===== config.mk =====
export PLATFORM = sky130hd
export DESIGN_NAME = bitplane_serializer
export DESIGN_NICKNAME = d
export VERILOG_FILES = /design/src/rtl/bitplane_pkg.sv /design/src/rtl/bitplane_serializer_shifter.sv /design/src/rtl/bitplane_serializer.sv
export SDC_FILE = /design/constraint.sdc
export NUM_CORES = 1
export LEC_CHECK = 0
export BUFFER_PORTS_ARGS = -buffer_cell sky130_fd_sc_hd__buf_2
export CORE_ASPECT_RATIO = 1.25
export CORE_MARGIN = 2
export CORE_UTILIZATION = 42
export DETAILED_ROUTE_END_ITERATION = 12
export SLEW_MARGIN = 20
export SYNTH_ARGS = -nofsm -noshare
export SYNTH_HDL_FRONTEND = slang
export SYNTH_HIERARCHICAL = 1
export SYNTH_SLANG_ARGS = --single-unit
export TNS_END_PERCENT = 10

===== constraint.sdc =====
create_clock -name clk -period 4.7 [get_ports clk]
set_input_delay 1.175 -clock clk [delete_from_list [all_inputs] [get_ports clk]]
set_output_delay 1.175 -clock clk [all_outputs]
set_load 0.02 [all_outputs]

===== src/rtl/bitplane_pkg.sv =====
// Package: bitplane_pkg
//   Shared types and helpers for the bit-plane serializer.
//   - state_t   : controller states
//   - PARITY_EN : set when BITPLANE_PARITY_EN is defined (even parity bit
//                 appended to every packet)
//   - pkt_width : packet length in bits for a given configuration
package bitplane_pkg;

   typedef enum logic [2:0] {
      IDLE,
      LOAD,
      SEND,
      GAP,
      DONE
   } state_t;

`ifdef BITPLANE_PARITY_EN
   localparam bit PARITY_EN = 1'b1;
`else
   localparam bit PARITY_EN = 1'b0;
`endif

   // Packet = plane index + one bit per word (+ optional parity bit).
   function automatic int unsigned pkt_width(input int unsigned words,
                                             input int unsigned width,
                                             input bit          parity);
      return $clog2(width) + words + (parity ? 1 : 0);
   endfunction

endpackage


===== src/rtl/bitplane_serializer_shifter.sv =====
// Module: bitplane_shifter
//   Packet buffer for one bit plane. Holds the plane index and one data bit
//   per word; when BITPLANE_PARITY_EN is defined an even-parity bit over
//   index+data is appended as the least significant packet bit.
//   Packet layout (MSB first on the wire): {index, word WORDS-1 .. word 0, [parity]}
// Ports:
//   clk     in  1     clock, falling-edge active
//   rst_n   in  1     asynchronous active-low reset (buffer cleared)
//   wr_en   in  1     store wr_bit into data slot wr_slot
//   wr_slot in  AW    data slot (word number)
//   wr_bit  in  1     data bit to store
//   idx_wr  in  1     store idx into the index field
//   idx     in  IW    plane index
//   sel     in  CW    packet bit to present on bit_out
//   bit_out out 1     selected packet bit (combinational)
module bitplane_shifter
   import bitplane_pkg::*;
#(
   parameter int unsigned WORDS = 18,
   parameter int unsigned WIDTH = 8,
   parameter int unsigned AW    = 5
) (
   input  logic                                       clk,
   input  logic                                       rst_n,
   input  logic                                       wr_en,
   input  logic [AW-1:0]                              wr_slot,
   input  logic                                       wr_bit,
   input  logic                                       idx_wr,
   input  logic [$clog2(WIDTH)-1:0]                   idx,
   input  logic [$clog2(pkt_width(WORDS, WIDTH, PARITY_EN))-1:0] sel,
   output logic                                       bit_out
);

   localparam int unsigned IW    = $clog2(WIDTH);
   localparam int unsigned PKT_W = pkt_width(WORDS, WIDTH, PARITY_EN);
   localparam int unsigned CW    = $clog2(PKT_W);

   logic [IW-1:0]    idx_q;
   logic [WORDS-1:0] data_q;
   logic [PKT_W-1:0] pkt_v;

   always_ff @(negedge clk or negedge rst_n) begin
      if (!rst_n) begin
         idx_q  <= '0;
         data_q <= '0;
      end else begin
         if (idx_wr) begin
            idx_q <= idx;
         end
         for (int unsigned i = 0; i < WORDS; i++) begin
            if (wr_en && (wr_slot == AW'(i))) begin
               data_q[i] <= wr_bit;
            end
         end
      end
   end

   generate
      if (PARITY_EN) begin : g_par
         assign pkt_v = {idx_q, data_q, ^{idx_q, data_q}};
      end else begin : g_nopar
         assign pkt_v = {idx_q, data_q};
      end
   endgenerate

   always_comb begin
      bit_out = 1'b0;
      for (int unsigned i = 0; i < PKT_W; i++) begin
         if (sel == CW'(i)) begin
            bit_out = pkt_v[i];
         end
      end
   end

endmodule


===== src/rtl/bitplane_serializer.sv =====
// Module: bitplane_serializer
//   Bit-plane packet transmitter. On start, for each of WIDTH bit planes it
//   reads WORDS words from a read-only register bank, builds a packet
//   {plane index, bit p of words WORDS-1..0 [, parity]} and shifts it out
//   MSB first on sd framed by active-low sen. All registers update on the
//   falling clock edge.
//   Optional feature: define BITPLANE_PARITY_EN to append an even-parity bit.
// Ports:
//   clk       in  1      clock (falling-edge active)
//   rst_n     in  1      asynchronous active-low reset
//   start     in  1      run request, sampled in IDLE
//   lsb_first in  1      0: plane WIDTH-1 first, 1: plane 0 first
//   busy      out 1      run in progress
//   done      out 1      one-cycle end-of-run pulse
//   rb_rw     out 1      bank read/write, always read (1)
//   rb_a      out AW     bank address
//   rb_q      in  WIDTH  bank data for rb_a, valid at the next falling edge
//   sen       out 1      frame enable, low while packet bits are driven
//   sd        out 1      serial data
module bitplane_serializer
   import bitplane_pkg::*;
#(
   parameter int unsigned WORDS = 18,
   parameter int unsigned WIDTH = 8,
   parameter int unsigned AW    = 5
) (
   input  logic             clk,
   input  logic             rst_n,
   input  logic             start,
   input  logic             lsb_first,
   output logic             busy,
   output logic             done,
   output logic             rb_rw,
   output logic [AW-1:0]    rb_a,
   input  logic [WIDTH-1:0] rb_q,
   output logic             sen,
   output logic             sd
);

   localparam int unsigned IW    = $clog2(WIDTH);
   localparam int unsigned PKT_W = pkt_width(WORDS, WIDTH, PARITY_EN);
   localparam int unsigned CW    = $clog2(PKT_W);

   state_t          state_q, state_d;
   logic [IW-1:0]   plane_q, plane_d;
   logic            lsb_q, lsb_d;
   logic [CW-1:0]   cnt_q, cnt_d;
   logic [AW-1:0]   rb_a_q, rb_a_d;
   logic            busy_q, busy_d;
   logic            done_q, done_d;
   logic            sen_q, sen_d;
   logic            sd_q, sd_d;

   logic            wr_en;
   logic            idx_wr;
   logic            wr_bit;
   logic [CW-1:0]   sel;
   logic            bit_out;
   logic [IW-1:0]   last_plane;

   assign wr_bit     = rb_q[plane_q];
   assign last_plane = lsb_q ? '1 : '0;

   bitplane_shifter #(
      .WORDS (WORDS),
      .WIDTH (WIDTH),
      .AW    (AW)
   ) u_shifter (
      .clk     (clk),
      .rst_n   (rst_n),
      .wr_en   (wr_en),
      .wr_slot (rb_a_q),
      .wr_bit  (wr_bit),
      .idx_wr  (idx_wr),
      .idx     (plane_q),
      .sel     (sel),
      .bit_out (bit_out)
   );

   always_ff @(negedge clk or negedge rst_n) begin
      if (!rst_n) begin
         state_q <= IDLE;
         plane_q <= '0;
         lsb_q   <= 1'b0;
         cnt_q   <= '0;
         rb_a_q  <= '0;
         busy_q  <= 1'b0;
         done_q  <= 1'b0;
         sen_q   <= 1'b1;
         sd_q    <= 1'b0;
      end else begin
         state_q <= state_d;
         plane_q <= plane_d;
         lsb_q   <= lsb_d;
         cnt_q   <= cnt_d;
         rb_a_q  <= rb_a_d;
         busy_q  <= busy_d;
         done_q  <= done_d;
         sen_q   <= sen_d;
         sd_q    <= sd_d;
      end
   end

   // sd/sen are registered, so each edge drives the bit for the cycle that
   // follows: the last LOAD edge already presents the index MSB (written on
   // the first LOAD edge), and SEND presents bit cnt-1 while counting down.
   // This keeps sen low for exactly PKT_W cycles per packet.
   always_comb begin
      state_d = state_q;
      plane_d = plane_q;
      lsb_d   = lsb_q;
      cnt_d   = cnt_q;
      rb_a_d  = rb_a_q;
      busy_d  = busy_q;
      done_d  = 1'b0;
      sen_d   = sen_q;
      sd_d    = sd_q;
      wr_en   = 1'b0;
      idx_wr  = 1'b0;
      sel     = '0;

      unique case (state_q)
         IDLE: begin
            if (start) begin
               lsb_d   = lsb_first;
               plane_d = lsb_first ? '0 : '1;
               rb_a_d  = '0;
               busy_d  = 1'b1;
               state_d = LOAD;
            end
         end

         LOAD: begin
            wr_en  = 1'b1;
            idx_wr = (rb_a_q == '0);
            if (rb_a_q == AW'(WORDS - 1)) begin
               cnt_d   = CW'(PKT_W - 1);
               sel     = CW'(PKT_W - 1);
               sen_d   = 1'b0;
               sd_d    = bit_out;
               state_d = SEND;
            end else begin
               rb_a_d = rb_a_q + AW'(1);
            end
         end

         SEND: begin
            if (cnt_q == '0) begin
               sen_d   = 1'b1;
               sd_d    = 1'b0;
               state_d = GAP;
            end else begin
               cnt_d = cnt_q - CW'(1);
               sel   = cnt_q - CW'(1);
               sd_d  = bit_out;
            end
         end

         GAP: begin
            if (plane_q == last_plane) begin
               done_d  = 1'b1;
               state_d = DONE;
            end else begin
               plane_d = lsb_q ? plane_q + IW'(1) : plane_q - IW'(1);
               rb_a_d  = '0;
               state_d = LOAD;
            end
         end

         DONE: begin
            busy_d  = 1'b0;
            state_d = IDLE;
         end

         default: begin
            state_d = IDLE;
         end
      endcase
   end

   assign busy  = busy_q;
   assign done  = done_q;
   assign rb_rw = 1'b1;
   assign rb_a  = rb_a_q;
   assign sen   = sen_q;
   assign sd    = sd_q;

endmodule


# Word level (Yosys, flattened, before mapping)
# Cells that the tools add are included.
[word_totals]
reg_bits = 42
inputBits = 12
output_inout_bits = 10
elab_cells = 171
[classes]
add_sub_neg = 4
order_cmp = 1
n_eq_ne = 48
n_mux = 56
reduce_logical = 34
[ops]
columns = ["op", "count"]
rows = [
  ["$eq A5 B4 Y1 const B", 16],
  ["$eq A5 B3 Y1 const B", 8],
  ["$eq A5 B5 Y1 const B", 7],
  ["$mux W5", 7],
  ["$mux W1", 31],
  ["$mux W3", 9],
  ["$eq A5 B2 Y1 const B", 4],
  ["$pmux W5 S2", 2],
  ["$logic_and A1 B1 Y1", 18],
  ["$logic_not A5 Y1", 3],
  ["$pmux W5 S3", 1],
  ["$ne A2 B2 Y1 const B", 6],
  ["$pmux W3 S4", 1],
  ["$reduce_and A3 Y1", 4],
  ["$eq A5 B1 Y1 const B", 2],
  ["$eq A3 B2 Y1 const B", 2],
  ["$pmux W1 S2", 3],
  ["$pmux W3 S2", 1],
  ["$reduce_and A2 Y1", 3],
  ["$reduce_bool A2 Y1", 3],
  ["$add A5 B1 Y5 const B", 1],
  ["$sub A5 B1 Y5 const B", 1],
  ["$lt A3 B4 Y1 const B", 1],
  ["$reduce_and A4 Y1", 1],
  ["8 further kinds", 8],
]

# Depth between registers and ports, before layout
[depth]
ltp_word = 27
mapped_depth = 13
mapped_depth_nobuf = 11

# Cells and area by module
# Netlist, hierarchy kept.
[modules_own_cells]
columns = ["mod", "n_inst", "cells_each", "area_each_um2", "seq_area_each_um2"]
rows = [
  ["bitplane_serializer", 1, 128, 1258.7, 526.8],
  ["bitplane_shifter", 1, 121, 1257.5, 525.5],
]

==> impl_metrics.tcl <==
set metrics [dict create \
    cts_tree "yes" \
    yosys-top-cells-count "41 x dfrtn_1, 28 x nand2_1, 22 x mux2_2" \
    first_global_vias 1899 \
    critical-path-top-delay-family "flip-flops" \
    via_per_inst 5.71 \
    synth.area.top_cells "dfrtn_1 41%, mux2_2 9.8%, nand2_1 4.2%, nor2_1 3.0%, nand3_1 2.8%" \
    die-area_um2 6630 \
    ioPinCount 22 \
    ys_seq_elements 42 \
    hold_depth 1 \
    overflow 0 \
    crit_fanout 8 \
    met2_usage_pct 29.3 \
    clock_latency_ns 0.34 \
    clock_sinks 42 \
    grt_pass1_wl_um 9070 \
    cts_setup_buffers 0 \
    path_buf_inv 1 \
    htreeDepth 2 \
    crit_slowest_cell "dfrtn_1" \
    synth_cells 249 \
    hold_buffers 0 \
    drive_above_1_share_pct 25.9 \
    drc_errors 0 \
    max_cap_viol_count 0 \
    synth.top_cell.area_share_pct 40.8 \
    die_w_um 73.2 \
    crit_chain "buf_2" \
    hold_class "flop to flop" \
    finalNonFillerCells 344 \
    placementRows 31 \
    critPathLaunchType "flop" \
    final_hold_viol_count 0 \
    dp.cells 336 \
    fin_worst_skew_ns 0.0478 \
    die_h_um 90.5 \
    grt_max_degree 28 \
    setup.worst_path.class "flop to output port" \
    r2r_setup_slack_ns 1.42 \
    synthDistinctLibCells 58 \
    power.density_nw_per_um2 628 \
    end_kind "output port" \
    first_iter_violations 145 \
    core-area_um2 5780 \
    ctsResizeCount 0 \
    cts_root_buf "clkbuf_8" \
    num_vias 1965 \
    clk_pin_slew_worst_paths_ns 0.06 \
    diodes 0 \
    area_delta_synth_final_pct 11.3 \
    synth_area_um2 2520 \
    detailed_place_hpwl_um 3960 \
    worst_slew_pin_slew_ns 0.963 \
    nNetsFinal 295 \
    top_usage_layer "met2" \
    wl_per_cell_um 15.7 \
    synth_enable_flop_cells 0 \
    syn_avg_cell_area_um2 10.1 \
    yosysSeqAreaShare_pct 41.8 \
    syn-num-nets 267 \
    start_util_pct 43.5 \
    firstDrtPassIters 4 \
    worstRegToRegCells 8 \
    peakVddDrop_v 0.000342 \
    gr-usage-met1_pct 22.7 \
    cts_max_path_buffers 2 \
    required_ns 3.52 \
    finalWirelength_um 5390 \
    antenna_found_initial 0 \
    cts_buffers 5 \
    max-slew-margin-rel_pct 35.6 \
    leakagePower_nw 1.19 \
    ys.flop_type "dfrtn_1" \
    worstPathArrival_ns 3.43 \
    numPortBuffers 20 \
    status "completed" \
    rsz0062_at_grt "no" \
    setup_viol 0 \
    synth_area_leader_cell "dfrtn_1" \
    r2r_end "sd" \
    hold_start "u_shifter/data_q[8]" \
    ant_nets 0 \
    grt_usage_pct 17.6 \
    hold_end "u_shifter/data_q[8]" \
    total_power_mw 1.76 \
    slew_viol_final 0 \
    synth_most_common_cell "dfrtn_1" \
    async_flop_share_pct 100 \
    gr-usage-met3_pct 2.34 \
    gp_congestion 0.835 \
    synth-warning-count 6 \
    cp_slowest_stage_delay_ns 0.56 \
    hold_slack_ns 0.452 \
    r2r_start "state_q[1]" \
]
-- registers in the layout (all words and copies together), names as in the netlist, 3 cells and up --
signal / cells
u_shifter/idx_q: 3
u_shifter/data_q: 18
state_q: 3
rb_a: 5
plane_q: 3
cnt_q: 5
-- metal layers --
layer	share of wire [%]	wire [µm]
met1	45	2410
met2	51	2750
met3	2.1	115
met4	2.2	119
met5	0	0
-- layout by cell type, fill, tap and decap left out, drive strengths merged, types with 2 or more instances in the layout --
| cell | instances |
|---|---|
| nor2 | 21 |
| a22o | 2 |
| nand2 | 28 |
| a21oi | 7 |
| o21ai | 8 |
| dfrtn | 41 |
| xnor2 | 4 |
| mux2 | 23 |
| a31oi | 2 |
| nand4 | 5 |
| or4b | 2 |
| a32o | 2 |
| nor4b | 3 |
| o2bb2ai | 3 |
| a211oi | 3 |
| nand3 | 14 |
| nand2b | 3 |
| inv | 11 |
| mux2i | 3 |
| o22ai | 4 |
| nor3b | 3 |
| and2 | 4 |
| clkinv | 2 |
| nor2b | 10 |
| a2bb2oi | 2 |
| nand3b | 3 |
| buf | 30 |
| nor3 | 4 |
| ha | 5 |
| clkbuf | 6 |
| mux4 | 4 |
-- report_power, final --
part / leakage (nW) / internal (mW) / switching (mW)
clock: 0.0479 / 0.103 / 0.122
combinational: 0.639 / 0.397 / 0.465
sequential: 0.504 / 0.536 / 0.137
-- kinds of logic after synthesis --
group           after synthesis  synth area share, %
compound gates               40                 10.9
xor+xnor                      5                 1.74
fa+ha+maj                     6                 3.28
buf+inv                      20                 4.08
flops                        42                 41.8
mux                          30                 15.4
other cells                   1                0.149
simple gates                105                 22.7
-- how the worst max path moves through the flow --
stage / startpoint / endpoint / slack [ns] / cells after the start
2_1_floorplan: rb_q[7] / u_shifter/data_q[12] / 0.004 / 5
3_3_place_gp: rb_q[7] / u_shifter/data_q[15] / -0.16 / 5
3_5_place_dp: rb_q[7] / u_shifter/data_q[6] / -0.18 / 5
4_1_cts: rb_a[1] / rb_a[1] / 0.1 / 1
6_report: rb_a[1] / rb_a[1] / 0.09 / 1
5_1_grt: rb_a[1] / rb_a[1] / 0.07 / 1
-- through the flow --
| step | setup slack (ns) | setup TNS, ns | area [µm²] | utilization, % |
|---|---|---|---|---|
| global placement | -0.162 | -2.86 | 2720 | 47.1 |
| floorplan | 0.00423 | 0 | 2520 | - |
| global route | 0.0695 | 0 | 2800 | 48.5 |
| CTS | 0.0966 | 0 | 2800 | 48.5 |
| detailed placement | -0.183 | -3.16 | 2720 | 47.1 |
| finish | 0.0948 | 0 | 2800 | 48.5 |
-- area by class of cell --
cell class | instances | area, µm²
well taps | 66 | 82.6
clock buffers | 6 | 72.6
clock inverters | 3 | 12.5
repair buffers | 30 | 188
fillers | 548 | 2980
multi-input cells | 187 | 1360
flip-flops and latches | 42 | 1050
inverters | 10 | 37.5
(Power assumes the default switching activity.)
